`config.mk`:
```
export PLATFORM = sky130hd
export DESIGN_NAME = pin_event_monitor_flat
export DESIGN_NICKNAME = d
export VERILOG_FILES = /design/src/rtl/pin_event_monitor_pkg.sv /design/src/rtl/pin_event_monitor_if.sv /design/src/rtl/pin_event_monitor_filter.sv /design/src/rtl/pin_event_monitor.sv /design/src/flat_wrapper.sv
export SDC_FILE = /design/constraint.sdc
export NUM_CORES = 1
export LEC_CHECK = 0
export CAP_MARGIN = 20
export CORE_ASPECT_RATIO = 1.25
export CORE_MARGIN = 5
export CORE_UTILIZATION = 35
export CTS_BUF_LIST = sky130_fd_sc_hd__clkbuf_2
export CTS_CLUSTER_SIZE = 12
export DETAILED_ROUTE_END_ITERATION = 16
export HOLD_SLACK_MARGIN = 0.12
export MAX_ROUTING_LAYER = met4
export PLACE_DENSITY_LB_ADDON = 0.25
export SETUP_SLACK_MARGIN = 0.05
export SYNTH_ARGS = -nofsm -noshare
export SYNTH_HDL_FRONTEND = slang
export SYNTH_SLANG_ARGS = --single-unit
```
`constraint.sdc`:
```
create_clock -name clk_i -period 4.15 [get_ports clk_i]
set_clock_uncertainty 0.2 [all_clocks]
set_input_delay 0.6225 -clock clk_i [delete_from_list [all_inputs] [get_ports clk_i]]
set_output_delay 0.6225 -clock clk_i [all_outputs]
set_load 0.05 [all_outputs]
```
`src/rtl/pin_event_monitor_pkg.sv`:
```
// Shared sizing and event record for the board pin event monitor.
package pin_event_monitor_pkg;
  localparam int NUM_PINS  = 87;
  localparam int PIN_IDX_W = $clog2(NUM_PINS);

  typedef struct packed {
    logic [PIN_IDX_W-1:0] idx;
    logic                 level;
  } pin_event_t;
endpackage

```
`src/rtl/pin_event_monitor_if.sv`:
```
// Valid/ready event stream carrying {index, level} pin change reports.
interface pin_event_monitor_if import pin_event_monitor_pkg::*; #(
  parameter int IdxW = PIN_IDX_W
);
  logic            event_valid_o;
  logic            event_ready_i;
  logic [IdxW-1:0] event_idx_o;
  logic            event_level_o;

  modport master (output event_valid_o, event_idx_o, event_level_o, input event_ready_i);
  modport slave  (input event_valid_o, event_idx_o, event_level_o, output event_ready_i);
endinterface

```
`src/rtl/pin_event_monitor_filter.sv`:
```
// One pin: 2-flop synchroniser plus run-length glitch filter.
module pin_filter #(
  parameter int FilterCycles = 4
) (
  input  logic clk_i,
  input  logic rst_i,
  input  logic pin_i,
  output logic level_o,
  output logic change_o
);
  localparam int CntW = (FilterCycles > 1) ? $clog2(FilterCycles + 1) : 1;

  logic [1:0]      r_sync;
  logic            r_filt;
  logic [CntW-1:0] r_cnt;
  logic            w_flip;

  // Accept the new level once it has disagreed for FilterCycles samples in a row.
  assign w_flip   = (r_sync[1] != r_filt) && (r_cnt == CntW'(FilterCycles - 1));
  assign level_o  = r_filt;
  assign change_o = w_flip;

  always_ff @(posedge clk_i) begin
    if (rst_i) begin
      r_sync <= '0;
      r_filt <= 1'b0;
      r_cnt  <= '0;
    end else begin
      r_sync <= {r_sync[0], pin_i};
      if (r_sync[1] == r_filt) begin
        r_cnt <= '0;
      end else if (w_flip) begin
        r_filt <= r_sync[1];
        r_cnt  <= '0;
      end else begin
        r_cnt <= r_cnt + 1'b1;
      end
    end
  end
endmodule

```
`src/rtl/pin_event_monitor.sv`:
```
// Filters every board pin and reports each filtered level change as an
// {index, level} event, lowest pending index first.
module pin_event_monitor import pin_event_monitor_pkg::*; #(
  parameter int NumPins      = NUM_PINS,
  parameter int FilterCycles = 4,
  parameter int IdxW         = $clog2(NumPins)
) (
  input  logic               clk_i,
  input  logic               rst_i,
  input  logic [NumPins-1:0] pins_i,
  input  logic               enable_i,
  output logic [NumPins-1:0] level_o,
  pin_event_monitor_if.master evt
);
  logic [NumPins-1:0] w_chg, w_sel_oh, w_clr, r_pend;
  logic               w_any, w_load;
  logic [IdxW-1:0]    w_sel_idx;
  logic               r_valid, r_level;
  logic [IdxW-1:0]    r_idx;

  for (genvar g = 0; g < NumPins; g++) begin : g_pin
    pin_filter #(.FilterCycles(FilterCycles)) u_filt (
      .clk_i   (clk_i),
      .rst_i   (rst_i),
      .pin_i   (pins_i[g]),
      .level_o (level_o[g]),
      .change_o(w_chg[g])
    );
  end

  // Descending scan so the last hit is the lowest pending index.
  always_comb begin
    w_any     = 1'b0;
    w_sel_idx = '0;
    w_sel_oh  = '0;
    for (int i = NumPins - 1; i >= 0; i--) begin
      if (r_pend[i]) begin
        w_any     = 1'b1;
        w_sel_idx = IdxW'(i);
        w_sel_oh  = '0;
        w_sel_oh[i] = 1'b1;
      end
    end
  end

  assign w_load = !r_valid || evt.event_ready_i;
  assign w_clr  = w_load ? w_sel_oh : '0;

  always_ff @(posedge clk_i) begin
    if (rst_i) begin
      r_pend  <= '0;
      r_valid <= 1'b0;
      r_idx   <= '0;
      r_level <= 1'b0;
    end else begin
      // A new change in the same cycle as the load re-arms the pin.
      r_pend <= enable_i ? ((r_pend & ~w_clr) | w_chg) : '0;
      if (w_load) begin
        r_valid <= w_any;
        if (w_any) begin
          r_idx   <= w_sel_idx;
          r_level <= |(level_o & w_sel_oh);
        end
      end
    end
  end

  assign evt.event_valid_o = r_valid;
  assign evt.event_idx_o   = r_idx;
  assign evt.event_level_o = r_level;
endmodule

```
`src/flat_wrapper.sv`:
```
// flat-port wrapper written by rule: the top's interface ports become plain ports
module pin_event_monitor_flat import pin_event_monitor_pkg::*;
#(
  parameter int NumPins      = NUM_PINS,
  parameter int FilterCycles = 4,
  parameter int IdxW         = $clog2(NumPins)
)
  (clk_i, rst_i, pins_i, enable_i, level_o, evt_event_valid_o, evt_event_idx_o, evt_event_level_o, evt_event_ready_i);
  pin_event_monitor_if #(.IdxW(IdxW)) evt_i ();
  input  logic clk_i;
  input  logic rst_i;
  input  logic [NumPins-1:0] pins_i;
  input  logic enable_i;
  output logic [NumPins-1:0] level_o;
  output wire logic [$bits(evt_i.event_valid_o)-1:0] evt_event_valid_o;
  output wire logic [$bits(evt_i.event_idx_o)-1:0] evt_event_idx_o;
  output wire logic [$bits(evt_i.event_level_o)-1:0] evt_event_level_o;
  input wire logic [$bits(evt_i.event_ready_i)-1:0] evt_event_ready_i;
  assign evt_event_valid_o = evt_i.event_valid_o;
  assign evt_event_idx_o = evt_i.event_idx_o;
  assign evt_event_level_o = evt_i.event_level_o;
  assign evt_i.event_ready_i = evt_event_ready_i;
  pin_event_monitor #(.NumPins(NumPins), .FilterCycles(FilterCycles), .IdxW(IdxW)) u_core (.clk_i(clk_i), .rst_i(rst_i), .pins_i(pins_i), .enable_i(enable_i), .level_o(level_o), .evt(evt_i));
endmodule
```
-- After elaboration in Yosys (flattened, before gate mapping)
Cells that the tools add are included.
- input bits: 91
- bits in registers: 618
- output and inout bits: 96
- bitwise operators: 92
- $add $sub $neg: 87
- equal/unequal tests: 261
- muxes and demuxes: 262
- reduce and logical (&&, ||, !) cells: 266
- operators by type and width (cell ; count):
    87-bit two-way mux ; 88
    7-bit two-way mux ; 87
    3-bit by 1-bit adder with 3-bit output (second input constant) ; 87
    3-bit by 2-bit == test with 1-bit output (second input constant) ; 87
    3-bit OR reduction ; 87
    2-bit AND reduction ; 88
    87-bit bitwise AND ; 2
    1-bit inverter ; 88
    1-bit == test ; 87
    1-bit logical AND ; 87
    1-bit two-way mux ; 87
    1-bit inequality test ; 87
    87-bit inverter ; 1
    87-bit OR ; 1
    87-bit OR reduction ; 1
    2-bit OR reduction ; 1
    1-bit logical NOT ; 1
    1-bit logical OR ; 1

-- Longest topological paths before layout
- depth in word-level cells: 91
- gate-level depth with buffers: 10

-- By module
A second synthesis with hierarchy kept.
- cells, all modules: 2386
- area, all modules: 24891.4 µm²
- by module, submodules not included (module ; cells each ; sequential area each (µm²) ; times used ; area each (µm²)):
    pin_filter ; 18 ; 120.1 ; 87 ; 217.7
    pin_event_monitor ; 820 ; 1921.8 ; 1 ; 5950.7

-- Worst setup path before layout
Ideal clock, no wire load.
- path type: reg2reg
- start: register u_core.r_pend[3]
- end: register u_core.r_pend[63]
- arrival time: 2.609 ns
- stages on the path, launching flop included: 10
- slack: 1.209 ns
- buffers on the path: 2
- path through: dfxtp_1 > buf_6 > or4_4 > nor4_4 > nand3_2 > or4_4 > buf_6 > or3_4 > o41ai_2 > a21oi_1
- word-level cells in the longest chain between the ends: 8
- ends and longest elaborated chain (what ; line ; text):
    start, declared ; pin_event_monitor.sv:15 ; logic [NumPins-1:0] w_chg, w_sel_oh, w_clr, r_pend;
    start signal, assigned ; pin_event_monitor.sv:57 ; r_pend <= enable_i ? ((r_pend & ~w_clr) | w_chg) : '0;
    87-bit two-way mux (4 in a row) ; pin_event_monitor.sv:37 ; if (r_pend[i]) begin
    87-bit two-way mux ; pin_event_monitor.sv:47 ; assign w_clr = w_load ? w_sel_oh : '0;
    87-bit inverter ; pin_event_monitor.sv:57 ;
    87-bit bitwise AND ; pin_event_monitor.sv:57 ;
    87-bit OR ; pin_event_monitor.sv:57 ;
Every way passes these cells.
A chain may end at the register's enable or synchronous reset.

-- Worst setup path in the final report
- start: register u_core.g_pin[0].u_filt.r_filt
- end: output port level_o[0]
- RTL lines (what ; line ; text):
    start, declared ; pin_event_monitor_filter.sv:14 ; logic r_filt;
    start signal, assigned ; pin_event_monitor_filter.sv:33 ; r_filt <= r_sync[1];
    end, declared ; flat_wrapper.sv:14 ; output logic [NumPins-1:0] level_o;
No word-level cell between the ends.

==> out/results.ini <==
[outcome]
outcome = finished, final reports clean

[pwr]
p_switching_w = 0.00264
seqPwrFrac_pct = 57.2
p_sw_share_pct = 24.9
power.density_nw_per_um2 = 355
p_leak_nw = 11.7
combinationalPowerShare_pct = 4.2
clock_power_share_pct = 38.6
vdd_drop_max_uv = 185
power.internal_w = 0.00798

[synthesis]
synth_cell_types = 62
synth-edff-count = 0
muxShareOfSynthArea_pct = 3.53
yosys.area_share.simple_pct = 20.2
yosys-top-cells-count = dfxtp_1 (618), nor2_1 (442), nor2b_1 (216)
synth_top_family_by_area = simple AND/OR/NAND/NOR gates
syn_area_um2 = 24700
synth_top_area_cell = dfxtp_1
synth_fa_ha_area_share_pct = 8.82
syn-instance-count = 2620
ys_warn_count = 0
synth_flop_cell = dfxtp_1
synth-seq-area-share_pct = 50.1
syn_avg_cell_area_um2 = 9.43
postSynth.asyncResetShare_pct = 0
ys_ff_latch = 618
synth-xor-area-share_pct = 3.09
synthMostInstantiatedCell = dfxtp_1
synth-compound-area-share_pct = 7.26
synth_area_leaders = dfxtp_1 (50%), ha_1 (8.8%), nor2_1 (6.7%)
syn-num-nets = 2885
synth.top_cell.area_share_pct = 50.1

[timing]
rsz0062_at_grt = false
min_period_over_period_pct = 84.8
setup-violations-final = 0
drv_slew = 0
hold_violations = 0
fmax_ghz = 0.284
relSlewSlack_pct = 44.2
fin_crit_ns = 3.52
fin_ws_ns = 0.630
tns_ns = 0
worstMarginPinSlew_ns = 0.838

[floorplan]
num_rows = 109
die_w_um = 248
ios = 187
die_height_um = 307
die-area_um2 = 76000
core_um2 = 70400
start_util_pct = 35.1

[layout]
drive_above_1_share_pct = 8.54
post-route-util_pct = 42.5
stdcell_count = 4017
fin_area_um2 = 29900
area_delta_synth_final_pct = 21.2
nets = 3232

[clock_network]
cts_buffer_depth = 3
post_cts_buffers = 0
cts_tree = built
clk_latency_ns = 1.30
holdBufCountCts = 167
cts-resized-gates = 0
clkTransAtPathRegs_ns = 0.10
cts_root_buf = clkbuf_2
cts_made_buffers = 159
clkSinkCount = 618
htreeDepth = 4

[critical_path]
cp_top_family = buffers and inverters
arrival_ns = 2.70
start_kind = flop
cp_slowest_cell = clkdlybuf4s50_1
crit_chain = clkdlybuf4s50_1
critPathBufInv = 1
crit_required_ns = 3.33
r2r_cells = 8
r2r_end = u_core.r_pend[83]$_SDFF_PP0_
reg2reg_slack_ns = 0.65
slowest_delay_ns = 0.96
cp_max_fo = 4
path_class = reg -> out
reg2reg_from = u_core.r_pend[55]$_SDFF_PP0_
cp-end-kind = output pin

[placed_design]
portBuffers = 186
post-place-ws_ns = 0.717
gp_congestion = 0.889
dpl_cell_area_um2 = 26800
hpwl_mm = 43.8
place_inst = 3582

[min_path]
hold_start = u_core.g_pin[39].u_filt.r_sync[0]$_SDFF_PP0_
hold-path-cell-count = 1
hold_end = u_core.g_pin[39].u_filt.r_sync[1]$_SDFF_PP0_
hp-class = reg -> reg

[grt]
grt_use_total_pct = 16.4
grt_antenna_before_repair = 3
grt_overflow = 0
grt_pass1_vias = 19007
grt_first_pass_wirelength_mm = 96.2
grt_max_degree = 162

[run]
cap_viol_max_count = 0

[drt]
route.detailed.drc = 0
vias = 18408
drt_iter0_markers = 760
wl_per_cell_um = 15.1
drtAntennaViolNets = 0
firstDrtPassIters = 5
via_per_inst = 4.58
finalWirelength_mm = 60.5

-- kinds of logic (layout without fill, tap and decap cells) --
| family | count (synthesis) | count (layout) |
|---|---|---|
| multiplexers | 87 | 87 |
| adder cells (fa/ha/maj) | 174 | 174 |
| other | 0 | 5 |
| AO/OA/AOI/OAI | 290 | 290 |
| AND/OR/NAND/NOR | 993 | 993 |
| XOR/XNOR | 87 | 87 |
| flip-flops | 618 | 618 |
| buffers and inverters | 371 | 820 |
-- worst max path at each step --
stage,slack [ns],to,start,cells past startpoint
after CTS,0.41,level_o[0],u_core.g_pin[0].u_filt.level_o$_SDFFE_PP0P_,1
after floorplan,1.21,u_core.r_pend[63]$_SDFF_PP0_,u_core.r_pend[3]$_SDFF_PP0_,9
after global placement,0.72,u_core.r_pend[83]$_SDFF_PP0_,u_core.r_pend[55]$_SDFF_PP0_,8
after detailed placement,0.72,u_core.r_pend[83]$_SDFF_PP0_,u_core.r_pend[55]$_SDFF_PP0_,8
final,0.63,level_o[0],u_core.g_pin[0].u_filt.level_o$_SDFFE_PP0P_,1
after global routing,0.40,u_core.r_pend[83]$_SDFF_PP0_,u_core.r_pend[42]$_SDFF_PP0_,7
-- layout make-up --
type / count / area [um^2]
inverters: 196 / 736
multi-input cells: 1631 / 10600
diodes: 5 / 12.5
well taps: 943 / 1180
flip-flops and latches: 618 / 12400
clock buffers: 220 / 1100
repair buffers: 361 / 3640
fillers: 7018 / 40400
clock inverters: 43 / 305
-- through the flow --
step | power [W] | hold slack, ns
5_1_grt | 0.0112 | 0.140
4_1_cts | 0.0109 | 0.120
3_5_place_dp | 0.00655 | 0.210
2_1_floorplan | 0.00639 | 0.197
3_3_place_gp | 0.00653 | 0.204
6_report | 0.0106 | 0.209
-- sequential cells by signal, indices dropped and copies added (netlist names) --
| name | flops |
|---|---|
| u_core.g_pin.u_filt.r_cnt | 261 |
| u_core.g_pin.u_filt.r_sync | 174 |
| u_core.g_pin.u_filt.level_o | 87 |
| u_core.r_pend | 87 |
| u_core.evt.event_idx_o | 7 |
| u_core.evt.event_level_o | 1 |
| u_core.evt.event_valid_o | 1 |
-- layer usage --
layer	track usage [%]	up-vias	routed length, um
met3	5.02	101	3210
met5	-	-	0
met4	5.41	0	1470
met1	17.2	8602	24200
li1	-	9358	-
met2	29.2	347	31700
-- power groups by stage --
stage	registers (W)	clock network [W]	logic [W]
floorplan	0.00620	0	0.000191
global placement	0.00622	0	0.000315
detailed placement	0.00622	0	0.000324
CTS	0.00608	0.00433	0.000450
global route	0.00610	0.00464	0.000495
finish	0.00608	0.00410	0.000446
-- layout by cell type, fill, tap and decap left out, types with 87 or more instances in the layout --
cell             netlist  layout
nor2b_1              216     216
clkbuf_2               0     220
ha_1                 174     174
dlygate4sd3_1          0     166
inv_1                196     196
mux2i_1               87      87
dfxtp_1              618     618
clkdlybuf4s50_1        0     185
a21oi_1              123     123
or3_1                 90      90
nor2_1               442     442
Note: power is estimated with default switching activity, not from simulation.
